$ cat src/rtl/generador_onda_cuadrada.sv
// Square-wave generator with period/high-time shadow registers and a three-state FSM.
// Optional period counter on num_periodos, enabled by defining CONTADOR_PERIODOS_EN.
module generador_onda_cuadrada #(
  parameter int ANCHO = 16
) (
  input  logic             clock_FPGA,
  input  logic             reset,
  input  logic             habilitar,
  input  logic             cargar,
  input  logic [ANCHO-1:0] periodo,
  input  logic [ANCHO-1:0] ancho_alto,
  output logic             onda_cuadrada,
  output logic             flanco_pos,
  output logic             ocupado,
  output logic             error_config,
  output logic [15:0]      num_periodos
);

  typedef enum logic [1:0] {IDLE, ALTO, BAJO} estado_t;

  estado_t          estado, estado_sig;
  logic [ANCHO-1:0] contador, contador_sig;
  logic [ANCHO-1:0] p_s, h_s, p_pend, h_pend, p_ef, h_ef;
  logic             cfg_cargada, cfg_valida, carga_ok, cargar_sombra, ultimo_bajo;

  assign cfg_valida  = (periodo >= ANCHO'(2)) && (ancho_alto != '0) && (ancho_alto < periodo);
  assign carga_ok    = cargar && cfg_valida;
  // A valid load in the same cycle as a period start governs that period directly.
  assign p_ef        = carga_ok ? periodo    : p_pend;
  assign h_ef        = carga_ok ? ancho_alto : h_pend;
  assign ultimo_bajo = (estado == BAJO) && (contador == p_s - ANCHO'(1));

  always_comb begin
    estado_sig    = estado;
    contador_sig  = contador;
    cargar_sombra = 1'b0;
    case (estado)
      IDLE: begin
        contador_sig = '0;
        if (habilitar && (cfg_cargada || carga_ok)) begin
          estado_sig    = ALTO;
          cargar_sombra = 1'b1;
        end
      end
      ALTO: begin
        contador_sig = contador + ANCHO'(1);
        if (contador == h_s - ANCHO'(1)) estado_sig = BAJO;
      end
      BAJO: begin
        if (ultimo_bajo) begin
          contador_sig = '0;
          if (habilitar) begin
            estado_sig    = ALTO;
            cargar_sombra = 1'b1;
          end else begin
            estado_sig = IDLE;
          end
        end else begin
          contador_sig = contador + ANCHO'(1);
        end
      end
      default: estado_sig = IDLE;
    endcase
  end

  always_ff @(posedge clock_FPGA or posedge reset) begin
    if (reset) begin
      estado   <= IDLE;
      contador <= '0;
      p_s      <= '0;
      h_s      <= '0;
    end else begin
      estado   <= estado_sig;
      contador <= contador_sig;
      if (cargar_sombra) begin
        p_s <= p_ef;
        h_s <= h_ef;
      end
    end
  end

  // Invalid loads only raise the sticky error; the pending values are kept.
  always_ff @(posedge clock_FPGA or posedge reset) begin
    if (reset) begin
      p_pend       <= '0;
      h_pend       <= '0;
      cfg_cargada  <= 1'b0;
      error_config <= 1'b0;
    end else if (cargar) begin
      if (cfg_valida) begin
        p_pend       <= periodo;
        h_pend       <= ancho_alto;
        cfg_cargada  <= 1'b1;
        error_config <= 1'b0;
      end else begin
        error_config <= 1'b1;
      end
    end
  end

  always_ff @(posedge clock_FPGA or posedge reset) begin
    if (reset) begin
      onda_cuadrada <= 1'b0;
      flanco_pos    <= 1'b0;
      ocupado       <= 1'b0;
    end else begin
      onda_cuadrada <= (estado_sig == ALTO);
      flanco_pos    <= (estado_sig == ALTO) && (estado != ALTO);
      ocupado       <= (estado_sig != IDLE);
    end
  end

`ifdef CONTADOR_PERIODOS_EN
  always_ff @(posedge clock_FPGA or posedge reset) begin
    if (reset) num_periodos <= '0;
    else if (ultimo_bajo) num_periodos <= num_periodos + 16'd1;
  end
`else
  assign num_periodos = '0;
`endif

endmodule
$ cat config.mk
export PLATFORM = sky130hd
export DESIGN_NAME = generador_onda_cuadrada
export DESIGN_NICKNAME = d
export VERILOG_FILES = /design/src/rtl/generador_onda_cuadrada.sv
export SDC_FILE = /design/constraint.sdc
export NUM_CORES = 1
export LEC_CHECK = 0
export ABC_AREA = 1
export CORE_ASPECT_RATIO = 1.2
export CORE_MARGIN = 2
export CORE_UTILIZATION = 45
export CTS_CLUSTER_SIZE = 10
export DETAILED_ROUTE_END_ITERATION = 12
export PLACE_DENSITY_LB_ADDON = 0.12
export SYNTH_ARGS = -nofsm -noshare
export SYNTH_HDL_FRONTEND = slang
export SYNTH_SLANG_ARGS = --single-unit
$ cat constraint.sdc
create_clock -name clock_FPGA -period 3.1 [get_ports clock_FPGA]
set_input_delay 0.62 -clock clock_FPGA [delete_from_list [all_inputs] [get_ports clock_FPGA]]
set_output_delay 0.62 -clock clock_FPGA [all_outputs]
set_load 0.005 [all_outputs]
==> flow_metrics.tcl, run 1 <==
set metrics [dict create \
    run_status "finished, final reports clean" \
    drt_pre_antenna_iters 4 \
    crit_path_end_kind "flip-flop" \
    cts_num_sinks 87 \
    min_path_type "flip-flop to flip-flop" \
    period_share 0.862 \
    start_kind "flip-flop" \
    path_common_cell "nand2_1" \
    root_buffer "clkbuf_16" \
    finalHoldViolCount 0 \
    synth_area_um2 5670 \
    worst_slack_ns 0.428 \
    ys_types 33 \
    layout_common_cells "nand2_1 (256), inv_1 (113), nor2_1 (93), dfrtp_1 (87), o21ai_0 (66)" \
    gp_congestion 0.906 \
    rsz0062_at_grt "false" \
    hp-start "h_pend[11]$_DFFE_PP0P_" \
    synth_warnings 0 \
    cp_slowest_cell "dfrtp_1" \
    p_per_area_nw_per_um2 815 \
    rr_startpoint "p_s[0]$_DFFE_PP0P_" \
    postCtsSetupRepairBufs 0 \
    antenna_found_initial 0 \
    crit_chain "inv_1 > ha_1 > inv_2 > nor2_2 > nand2_2 > nor2_4 > nand2_1 > nand2_1 > nand2_1 > nor2_1 > nand2_1 > nor2_2 > nand2_1 > nand2_1 > nand2_2 > a21oi_4 > nor3b_1" \
    vias 4903 \
    final_area_um2 6460 \
    hold_buffers 0 \
    ant_nets 0 \
    cp.required_ns 3.31 \
    grt_usage 0.221 \
    cts_tree "done" \
    ios 56 \
    cts_resized 0 \
    ys_ff_latch 87 \
    setup_viol 0 \
    grt_max_degree 55 \
    drv_cap 0 \
    finalMaxSlewViolations 0 \
    path_class "flip-flop to flip-flop" \
    skew_ns 0.00601 \
    clockBufferDepth 2 \
    vias_per_cell 4.83 \
    grt_pass1_vias 4880 \
    yosysSeqAreaShare 0.384 \
    num_rows 44 \
    postSynthCellCount 812 \
    fmax_mhz 374 \
    dr.first_iter.drc_count 277 \
    path_delay_family "simple AND/OR/NAND/NOR gates" \
    wl_per_cell_um 13.6 \
    dp_slack_ns 0.124 \
    num-fill-cells 1239 \
    die_area_um2 13500 \
    wirelength_um 13800 \
    dp_hpwl_um 11000 \
    worstMarginPinSlew_ns 0.594 \
    cp-startpoint "p_s[0]$_DFFE_PP0P_" \
    core_um2 12200 \
    syn_area_per_cell_um2 6.98 \
    die_y_um 127 \
    worst-path-buf-inv 2 \
    final-seq-area_um2 2180 \
    port_buffers 39 \
    place_area_um2 6180 \
    p_leak_nw 3.33 \
    critPathMaxFanout 14 \
    power_mw 5.26 \
    cts_inserted_buffers 9 \
    cp_data_arrival_time_ns 2.89 \
    die-width_um 106 \
    hold_slack_ns 0.505 \
    area_growth_pct 13.9 \
    period_needed_ns 2.67 \
    start_util 0.464 \
    grt_pass1_wl_um 23300 \
    finalSetupTns_ns 0 \
    drive_above_1_share 0.0421 \
    irDropWorstVdd_mv 0.285 \
    layout_commonest_cell "nand2_1" \
    multi_input_area_um2 2890 \
    nets 909 \
    slew_headroom 0.604 \
    critical-path-max-stage-delay_ns 0.40 \
    clk_pin_slew_ns 0.07 \
    clkLatencyLatePin_ns 0.35 \
    htree_levels 3 \
    diodes 0 \
    drc 0 \
    grt_overflow 0 \
]
cell families after synthesis:
kind of cell | count (synthesis) | share of synthesized area
other cells | 1 | 0.000662
buf+inv | 150 | 0.115
flops | 87 | 0.384
simple gates | 436 | 0.322
xor+xnor | 31 | 0.0503
fa+ha+maj | 23 | 0.0508
compound gates | 84 | 0.0771
path summary, 6_finish.rpt:
path / endpoint / slack (ns) / cells past startpoint
min: h_pend[11]$_DFFE_PP0P_ / 0.50 / 2
min in group asynchronous: h_pend[0]$_DFFE_PP0P_ / 0.64 / 2
max in group asynchronous: contador[4]$_DFFE_PP0P_ / 1.77 / 3
max reg2reg: contador[13]$_DFFE_PP0P_ / 0.43 / 17
max: contador[13]$_DFFE_PP0P_ / 0.43 / 17
min reg2reg: h_pend[11]$_DFFE_PP0P_ / 0.50 / 2
worst register-to-register path: cells and delay by family, from the launching register on:
family          cells  cell delay, ns
compound gates      1            0.40
fa+ha+maj           1            0.24
buf+inv             2            0.19
flops               1            0.40
simple gates       13            1.31
Yosys cell counts:
library cell,n,area share
conb_1,1,0.00066
xnor2_1,9,0.014
nand3b_1,6,0.0079
o21bai_1,1,0.0013
a21oi_4,1,0.0029
nand3_1,46,0.041
o21ai_0,66,0.058
buf_4,16,0.021
clkinv_1,1,0.00066
inv_1,114,0.076
buf_6,3,0.0060
nor3b_1,2,0.0026
nand4_1,10,0.011
nor3_1,6,0.0053
xnor3_1,1,0.0040
nor2_2,4,0.0044
nor2_4,3,0.0060
clkbuf_1,8,0.0053
nor4_1,3,0.0033
xor2_1,21,0.032
nand2_2,3,0.0033
nand2_1,256,0.17
ha_1,23,0.051
nor2_1,93,0.062
inv_2,3,0.0020
dfrtp_1,87,0.38
o21ai_1,6,0.0053
and3_1,2,0.0022
nand3_2,1,0.0018
a21oi_1,9,0.0079
nand4_2,1,0.0022
o21a_1,1,0.0013
buf_2,5,0.0044
per-layer routing:
metal	wire length, µm	GRT usage	vias up
met5	0	0	-
met4	259	0.0726	0
met3	505	0.0257	16
met2	6770	0.390	98
met1	6310	0.281	2226
li1	-	-	2563
registers in the layout, summed over array words and instances, names as in the netlist:
register	cells
h_pend	16
p_s	16
contador	16
h_s	16
cfg_cargada	1
estado	2
p_pend	16
onda_cuadrada	1
flanco_pos	1
ocupado	1
error_config	1
metrics by stage:
stage,instances,util
2_1_floorplan,827,-
6_report,1016,0.528
5_1_grt,1016,0.528
3_3_place_gp,1000,0.506
3_5_place_dp,1000,0.506
4_1_cts,1016,0.528
cell type report:
type	instances	area share
Multi-Input combinational cell	590	0.448
Timing Repair Buffer	44	0.0721
Sequential cell	87	0.337
Inverter	118	0.0688
Clock buffer	11	0.0360
Clock inverter	5	0.00640
Tap cell	161	0.0312
power by group:
| group | switching (mW) | total [mW] | internal (mW) |
|---|---|---|---|
| Clock | 0.469 | 1.02 | 0.551 |
| Combinational | 1.63 | 2.52 | 0.888 |
| Sequential | 0.273 | 1.72 | 1.45 |
| Total | 2.37 | 5.26 | 2.89 |
No activity file was read; power rests on OpenSTA's default activity.
==> run 2: changes to the inputs <==
--- a/config.mk
+++ b/config.mk
@@ -11,7 +11,7 @@
 export CORE_UTILIZATION = 45
 export CTS_CLUSTER_SIZE = 10
 export DETAILED_ROUTE_END_ITERATION = 12
-export PLACE_DENSITY_LB_ADDON = 0.12
+export PLACE_DENSITY = 0.76
 export SYNTH_ARGS = -nofsm -noshare
 export SYNTH_HDL_FRONTEND = slang
 export SYNTH_SLANG_ARGS = --single-unit
==> flow_metrics.tcl, run 2 (synthesis results as in run 1) <==
set metrics [dict create \
    run_status "finished, final reports clean" \
    vias_per_cell 4.92 \
    htree_levels 3 \
    min_path_cells 2 \
    clockBufferDepth 2 \
    cts_resized 0 \
    clk_pin_slew_ns 0.06 \
    skew_ns 0.00881 \
    dr.first_iter.drc_count 358 \
    cp_data_arrival_time_ns 3.01 \
    dp_cells 1003 \
    hold_buffers 0 \
    antenna_found_initial 0 \
    fmax_mhz 364 \
    wl_per_cell_um 12.8 \
    clkLatencyLatePin_ns 0.35 \
    slew_headroom 0.554 \
    power_mw 5.29 \
    worst_slack_ns 0.352 \
    hp-start "p_pend[0]$_DFFE_PP0P_" \
    rsz0062_at_grt "false" \
    root_buffer "clkbuf_16" \
    final_area_um2 6480 \
    place_area_um2 6190 \
    die-width_um 106 \
    cts_tree "done" \
    gp_congestion 0.959 \
    p_per_area_nw_per_um2 816 \
    port_buffers 39 \
    finalSetupTns_ns 0 \
    path_class "primary input to flip-flop" \
    vias 5017 \
    cts_inserted_buffers 9 \
    reg2regPathDepth 17 \
    finalHoldViolCount 0 \
    num-fill-cells 1190 \
    dp_hpwl_um 10300 \
    stdcell_count 1019 \
    rrSetupSlack_ns 0.40 \
    finalMaxSlewViolations 0 \
    postCtsSetupRepairBufs 0 \
    hold_path_end "p_pend[0]$_DFFE_PP0P_" \
    setup_viol 0 \
    ant_nets 0 \
    grt_max_degree 60 \
    dp_slack_ns -0.00629 \
    ios 56 \
    core_um2 12200 \
    area_growth_pct 14.4 \
    critPathMaxFanout 59 \
    period_needed_ns 2.75 \
    worstMarginPinSlew_ns 0.668 \
    num_rows 44 \
    final_util 0.531 \
    grt_pass1_wl_um 22000 \
    crit_path_end_kind "flip-flop" \
    start_kind "primary input" \
    die_area_um2 13500 \
    cts_num_sinks 87 \
    nets 912 \
    layout_commonest_cell "nand2_1" \
    period_share 0.887 \
    layout_common_cells "nand2_1 (256), inv_1 (113), nor2_1 (93), dfrtp_1 (87), o21ai_0 (66)" \
    hold_slack_ns 0.492 \
    grt_usage 0.207 \
    die_y_um 127 \
    cp.required_ns 3.36 \
    min_path_type "flip-flop to flip-flop" \
    drive_above_1_share 0.0478 \
    wirelength_um 13100 \
    grt_pass1_vias 4688 \
    timing.rr.end "contador[15]$_DFFE_PP0P_" \
    diodes 0 \
    irDropWorstVdd_mv 0.391 \
    grt_overflow 0 \
    drt_pre_antenna_iters 6 \
    drc 0 \
    rr_startpoint "p_s[0]$_DFFE_PP0P_" \
    p_leak_nw 3.35 \
    drv_cap 0 \
    start_util 0.464 \
]
==> run 2: worst max-delay path, stage by stage <==
cell	delay [ns]
clkdlybuf4s50_1	0.45
inv_1	0.06
ha_1	0.31
a21oi_1	0.14
nor2_1	0.06
nor3_1	0.12
nand2_1	0.11
nand2_1	0.07
nand4_1	0.19
nand2_1	0.22
nand3_1	0.11
nand2_2	0.12
buf_12	0.22
nand2_1	0.09
o21ai_0	0.09
==> run 2: layout make-up <==
cell class	instances	area, µm²	share of cell area
Clock inverter	5	38.8	0.00598
Sequential cell	87	2180	0.336
Tap cell	161	201	0.0311
Inverter	118	444	0.0685
Timing Repair Buffer	47	475	0.0733
Clock buffer	11	253	0.0390
Multi-Input combinational cell	590	2890	0.446
==> run 2: worst max-delay path by stage <==
stage | startpoint | to | slack, ns | cells after the start
after floorplan | reset | cfg_cargada$_DFFE_PP0P_ | 0.23 | 1
final | periodo[5] | p_s[6]$_DFFE_PP0P_ | 0.35 | 15
after CTS | periodo[5] | p_s[6]$_DFFE_PP0P_ | 0.35 | 15
after global routing | p_s[0]$_DFFE_PP0P_ | contador[15]$_DFFE_PP0P_ | 0.10 | 15
after global placement | periodo[5] | p_s[13]$_DFFE_PP0P_ | 0.11 | 13
after detailed placement | periodo[5] | p_s[6]$_DFFE_PP0P_ | -0.006 | 15
==> run 2: where the power goes <==
part / switching [mW] / internal, mW / total [mW]
Combinational: 1.61 / 0.887 / 2.50
Clock: 0.471 / 0.593 / 1.06
Sequential: 0.277 / 1.45 / 1.73
Total: 2.36 / 2.93 / 5.29
==> run 2: layer usage <==
layer | track usage | up-vias | share of wire
li1 | - | 2582 | -
met1 | 0.256 | 2249 | 0.43
met2 | 0.351 | 150 | 0.48
met3 | 0.0365 | 36 | 0.045
met4 | 0.0940 | 0 | 0.038
met5 | 0 | - | 0
==> run 3: changes to the inputs <==
--- a/config.mk
+++ b/config.mk
@@ -12,6 +12,7 @@
 export CTS_CLUSTER_SIZE = 10
 export DETAILED_ROUTE_END_ITERATION = 12
 export PLACE_DENSITY = 0.76
+export SKIP_LAST_GASP = 1
 export SYNTH_ARGS = -nofsm -noshare
 export SYNTH_HDL_FRONTEND = slang
 export SYNTH_SLANG_ARGS = --single-unit
==> results of run 3 <==
Final layout, timing and power as in run 2 (identical DEF).
